## config.mk

```make
export PLATFORM = sky130hd
export DESIGN_NAME = lpc_reg_bank_v2
export DESIGN_NICKNAME = d
export VERILOG_FILES = /design/src/rtl/lpc_reg_bank_v2_pkg.sv /design/src/rtl/lpc_reg_bank_v2_sync2.sv /design/src/rtl/lpc_reg_bank_v2.sv
export SDC_FILE = /design/constraint.sdc
export NUM_CORES = 1
export LEC_CHECK = 0
export ABC_CLOCK_PERIOD_IN_PS = 2510
export BUFFER_PORTS_ARGS = -buffer_cell sky130_fd_sc_hd__buf_2
export CAP_MARGIN = 20
export CORE_AREA = 2 2 209 211
export CTS_BUF_LIST = sky130_fd_sc_hd__clkbuf_4 sky130_fd_sc_hd__clkbuf_8
export DETAILED_ROUTE_END_ITERATION = 10
export DIE_AREA = 0 0 211 213
export PLACE_DENSITY = 0.56
export SYNTH_ARGS = -nofsm -noshare
export SYNTH_HDL_FRONTEND = slang
export SYNTH_SLANG_ARGS = --single-unit
```

## constraint.sdc

```tcl
create_clock -name LpcClock -period 2.51 [get_ports LpcClock]
set_input_delay 0.1255 -clock LpcClock [delete_from_list [all_inputs] [get_ports LpcClock]]
set_output_delay 0.1255 -clock LpcClock [all_outputs]
set_load 0.03 [all_outputs]
```

## src/rtl/lpc_reg_bank_v2_pkg.sv

```systemverilog
// Shared LPC register-bank definitions: default widths, per-bit access types,
// the board ID constant and slice/precedence helpers.
package lpc_pkg;

  localparam int LPC_DW = 8;
  localparam int LPC_AW = 8;

  // Identification byte intended for register 0 of the board register map.
  localparam logic [LPC_DW-1:0] LPC_FPGA_ID = 8'hA5;

  typedef enum logic [1:0] {
    RO,
    RW,
    HW,
    W1C
  } lpc_bit_type_e;

  function automatic int reg_slice(input int i, input int dw = LPC_DW);
    return i * dw;
  endfunction

  // Sticky events outrank hardware tracking, which outranks software access.
  function automatic lpc_bit_type_e bit_type(input logic sw, input logic hw, input logic w1c);
    if (w1c) return W1C;
    if (hw) return HW;
    if (sw) return RW;
    return RO;
  endfunction

endpackage

```

## src/rtl/lpc_reg_bank_v2_sync2.sv

```systemverilog
// Two-flop synchroniser for asynchronous status pins, cleared to 0 on reset.
module lpc_sync2 #(
  parameter int W = 1
) (
  input  logic         LpcClock,
  input  logic         PciReset,
  input  logic [W-1:0] d,
  output logic [W-1:0] q
);

  logic [W-1:0] meta;

  always_ff @(posedge LpcClock or negedge PciReset) begin
    if (!PciReset) begin
      meta <= '0;
      q    <= '0;
    end else begin
      meta <= d;
      q    <= meta;
    end
  end

endmodule

```

## src/rtl/lpc_reg_bank_v2.sv

```systemverilog
// Parametrised LPC register bank: per-bit RO/RW/HW/W1C access selected by
// elaboration-time masks, synchronised status inputs and a sticky-event IRQ.
module lpc_reg_bank_v2
  import lpc_pkg::*;
#(
  parameter int                       NUM_REGS    = 32,
  parameter int                       DW          = LPC_DW,
  parameter int                       AW          = LPC_AW,
  parameter logic [NUM_REGS*DW-1:0]   RESET_VAL   = '0,
  parameter logic [NUM_REGS*DW-1:0]   SW_MASK     = '1,
  parameter logic [NUM_REGS*DW-1:0]   HW_MASK     = '0,
  parameter logic [NUM_REGS*DW-1:0]   W1C_MASK    = '0,
  parameter int                       IRQ_EN_ADDR = 'h1F
) (
  input  logic                   PciReset,
  input  logic                   LpcClock,
  input  logic [AW-1:0]          Addr,
  input  logic                   Wr,
  input  logic                   Rd,
  input  logic [DW-1:0]          DataWrSW,
  input  logic [NUM_REGS*DW-1:0] HwIn,
  output logic [DW-1:0]          RdData,
  output logic                   RdValid,
  output logic [NUM_REGS*DW-1:0] DataReg,
  output logic                   Irq
);

  localparam int TW = NUM_REGS * DW;

  logic [TW-1:0]       hw_sync;
  logic [TW-1:0]       hist;
  logic [TW-1:0]       rise;
  logic [TW-1:0]       data_q;
  logic [NUM_REGS-1:0] wr_hit;
  logic [1:0]          arm_cnt;
  logic                armed;
  logic [DW-1:0]       rd_mux;

  lpc_sync2 #(.W(TW)) u_sync (
    .LpcClock (LpcClock),
    .PciReset (PciReset),
    .d        (HwIn),
    .q        (hw_sync)
  );

  // The arm delay lets the edge history catch up with the synchroniser after
  // reset, so a pin already high at reset release never looks like an event.
  assign armed = (arm_cnt == 2'd3);

  always_ff @(posedge LpcClock or negedge PciReset) begin
    if (!PciReset) begin
      arm_cnt <= 2'd0;
      hist    <= '0;
    end else begin
      if (!armed) arm_cnt <= arm_cnt + 2'd1;
      hist <= hw_sync;
    end
  end

  assign rise = hw_sync & ~hist & {TW{armed}};

  for (genvar r = 0; r < NUM_REGS; r++) begin : g_reg
    assign wr_hit[r] = Wr && (Addr == AW'(r));

    for (genvar b = 0; b < DW; b++) begin : g_bit
      localparam int            IDX = reg_slice(r, DW) + b;
      localparam lpc_bit_type_e BT  = bit_type(SW_MASK[IDX], HW_MASK[IDX], W1C_MASK[IDX]);

      logic nxt;

      always_comb begin
        nxt = data_q[IDX];
        case (BT)
          // A hardware set in the same cycle as a clear keeps the bit at 1.
          W1C:     nxt = rise[IDX] | (data_q[IDX] & ~(wr_hit[r] & DataWrSW[b]));
          HW:      nxt = hw_sync[IDX];
          RW:      if (wr_hit[r]) nxt = DataWrSW[b];
          default: nxt = RESET_VAL[IDX];
        endcase
      end

      always_ff @(posedge LpcClock or negedge PciReset) begin
        if (!PciReset) data_q[IDX] <= RESET_VAL[IDX];
        else           data_q[IDX] <= nxt;
      end
    end
  end

  always_comb begin
    rd_mux = '0;
    for (int i = 0; i < NUM_REGS; i++) begin
      if (Addr == AW'(i)) rd_mux = data_q[i*DW +: DW];
    end
  end

  always_ff @(posedge LpcClock or negedge PciReset) begin
    if (!PciReset) begin
      RdData  <= '0;
      RdValid <= 1'b0;
    end else begin
      RdValid <= Rd;
      if (Rd) RdData <= rd_mux;
    end
  end

  if (IRQ_EN_ADDR < NUM_REGS) begin : g_irq
    logic irq_q;

    always_ff @(posedge LpcClock or negedge PciReset) begin
      if (!PciReset) irq_q <= 1'b0;
      else           irq_q <= data_q[reg_slice(IRQ_EN_ADDR, DW)] & (|(data_q & W1C_MASK));
    end

    assign Irq = irq_q;
  end else begin : g_no_irq
    assign Irq = 1'b0;
  end

  assign DataReg = data_q;

endmodule
```

==> metrics.cfg <==
[routing]
post_drt_wl_per_cell_um=28.4
vias_per_cell=5.54
drc_errors=0
totalWireLength_mm=58.3
first_pass_iters=5
antenna_left=0
drt_iter0_drc=1055
vias=11400

[hold_path]
min_path_type=input port to async pin

[place]
placed_cells_incl_taps=1961
post-place-ws_ns=0.0282
io_buffers=284
gp_congestion=0.904
dp_hpwl_mm=42.6

[clocking]
cts.path.max_buffers=3
cts_root_buf=clkbuf_8
cts_sinks=265
cts_inserted_buffers=49
cts_tree=done
post_cts.repair.setup_buffers=0
clk_pin_slew_ns=0.06
clkLatencyLatePin_ns=0.63
htree_num_levels=2

[die]
die-area_sq_um=44900
rows=76
io_pins=542
die_w_um=211
start_util_pct=30.9
core-area_sq_um=42700
fp.dieH_um=213

[synthesis]
synthXorXnorAreaFrac_pct=0
synthAdderAreaFrac_pct=0
synthMuxAreaShare_pct=27.3
yosys.cell_types.count=66
synth_top_family_by_area=multiplexers
synth_compound_area_share_pct=12.1
ys_seq_area_share_pct=50.3
syn_avg_cell_area_sq_um=12.0
synth_nets=1378
yosysWarningCount=0
synth_edf_count=0
yosys_register_bits=265
postSynthCellCount=1102
yosys_most_used_dff=dfrtp_1
async_flop_share_pct=100
yosys.area_share.simple_pct=7.39
syn_area_sq_um=13200

[critical_path]
crit_fanout=3
critPathRequiredTime_ns=3.00
critPathMaxStageDelay_ns=0.52
cp_common_cell=nor3_1
crit_slowest_cell=mux4_2
worstPathCellList=mux4_2 > nor2_1 > nor3_1 > a311oi_2 > nor3_1 > buf_4 > o311ai_0 > nand2_1
start_kind=flip-flop
r2r_cells=8
end_kind=flip-flop
cp_data_arrival_time_ns=2.78
path_class=flip-flop to flip-flop

[sta]
slew_violations=0
hold_viol_final=0
timing.final.crit_share_pct=91.3
timing.hold.ws_ns=0.0898
rsz0062_at_grt=no
period_needed_ns=2.29
fin_setup_tns_ns=0
worst_slack_ns=0.218
maxSlewHeadroom_pct=32.7
finalSetupViolCount=0
tightest_slew_ns=1.01
max_freq_ghz=0.436
fin_skew_ns=0.0186

[final_layout]
fin_cells=2050
nets=1744
multi_input_area_sq_um=6180
area_delta_synth_final_pct=28.2
nFillCells=4205
final_common_cell=buf_2
fin_util_pct=39.6
drive_above_1_share_pct=52.5
final-seq-area_sq_um=6630
layout_common_cells=281 x buf_2, 274 x mux2_2, 265 x dfrtp_1

[global_route]
grt_pass1_vias=11400
grt_pass1_wl_mm=82.6
track_usage_pct=25.7
overflow=0
grt_max_degree=77
antenna_found_initial=5

[flow_run]
drv_cap=0

[power_and_ir_drop]
leakagePower_uw=0.00869
p_per_area_nw_per_um2=637
ir_drop_mv=0.421

[run_status]
status=complete, no violations

[cell families after synthesis]
family                 count (synthesis)
buffers and inverters                 86
DFF                                  265
AOI/OAI and AO/OA                    245
muxes                                315
and+or+nand+nor                      190
other                                  1
[critical path: cells and delay by family (launching register included)]
kind	cells	cell delay [ns]
AO/OA/AOI/OAI	2	0.65
multiplexers	1	0.52
AND/OR/NAND/NOR	4	0.44
flip-flops	1	0.39
buffers and inverters	1	0.16
[cell type report]
type                            count  share of cell area, %
Clock inverter                     11                  0.489
Sequential cell                   265                   39.2
Tap cell                          546                   4.04
Inverter                            5                  0.111
Clock buffer                       74                   5.54
Multi-Input combinational cell    751                   36.5
Antenna cell                        2                 0.0296
Timing Repair Buffer              396                   14.0
[path summary, 6_finish.rpt]
check | slack [ns] | end | from
worst max-delay path | 0.22 | RdData[1]$_DFFE_PN0P_ | DataReg[25]$_DFFE_PN0P_
min in group LpcClock | 0.11 | DataReg[202]$_DFFE_PN0P_ | DataWrSW[2]
max in group asynchronous | 1.61 | DataReg[41]$_DFFE_PN0P_ | PciReset
worst max register to register | 0.22 | RdData[1]$_DFFE_PN0P_ | DataReg[25]$_DFFE_PN0P_
worst min register to register | 0.50 | RdData[0]$_DFFE_PN0P_ | RdData[0]$_DFFE_PN0P_
worst min-delay path | 0.09 | DataReg[11]$_DFFE_PN0P_ | PciReset
[state kept, by name (all words and copies together) (netlist names)]
register / flops
RdValid: 1
RdData: 8
DataReg: 256
[per-stage QoR]
stage / total power, uW / cell area, sq um
floorplan: 5660 / 13200
global placement: 6420 / 15900
detailed placement: 6440 / 15900
CTS: 10900 / 16900
global route: 11200 / 16900
finish: 10800 / 16900
[per-layer routing]
| layer | part of all wire [%] | GRT usage, % | routed length, um |
|---|---|---|---|
| met1 | 41 | 33.6 | 24100 |
| met2 | 47 | 41.3 | 27500 |
| met3 | 7.7 | 5.56 | 4470 |
| met4 | 3.8 | 10.9 | 2200 |
| met5 | 0.062 | 0 | 36 |
[cells in the mapped netlist, types with 6 or more instances]
master    number  share of area (%)
buf_2         18               0.68
buf_1          6               0.17
mux4_2         8                1.4
a21oi_1       62                2.4
o21ai_0       52                2.0
a211oi_1       6               0.34
nand2_1       44                1.3
nor2b_1       14               0.66
o31ai_1        6               0.34
o221ai_1       6               0.40
nor2_1        55                1.6
nand2b_1      10               0.47
mux2_2       274                 23
buf_4         10               0.57
a31oi_1       15               0.71
a22oi_1        6               0.34
o22ai_1       22                1.0
a221oi_1      10               0.66
o211ai_1       8               0.46
o32ai_1        7               0.47
clkbuf_1      47                1.3
dfrtp_1      265                 50
nor3_1        14               0.53
nor2_2        10               0.47
mux2i_1       33                2.5
nand3_1       14               0.53
[report_power, final]
group	switching (uW)	internal, uW
clock network	1920	2470
logic	1150	516
registers	222	4480
[repair_timing]
item	CTS	global route
endpoints found under the setup margin	0	1
resized for setup	0	1
hold endpoints to repair	131	0
hold buffers	2	0
Note: power is estimated with default switching activity, not from simulation.
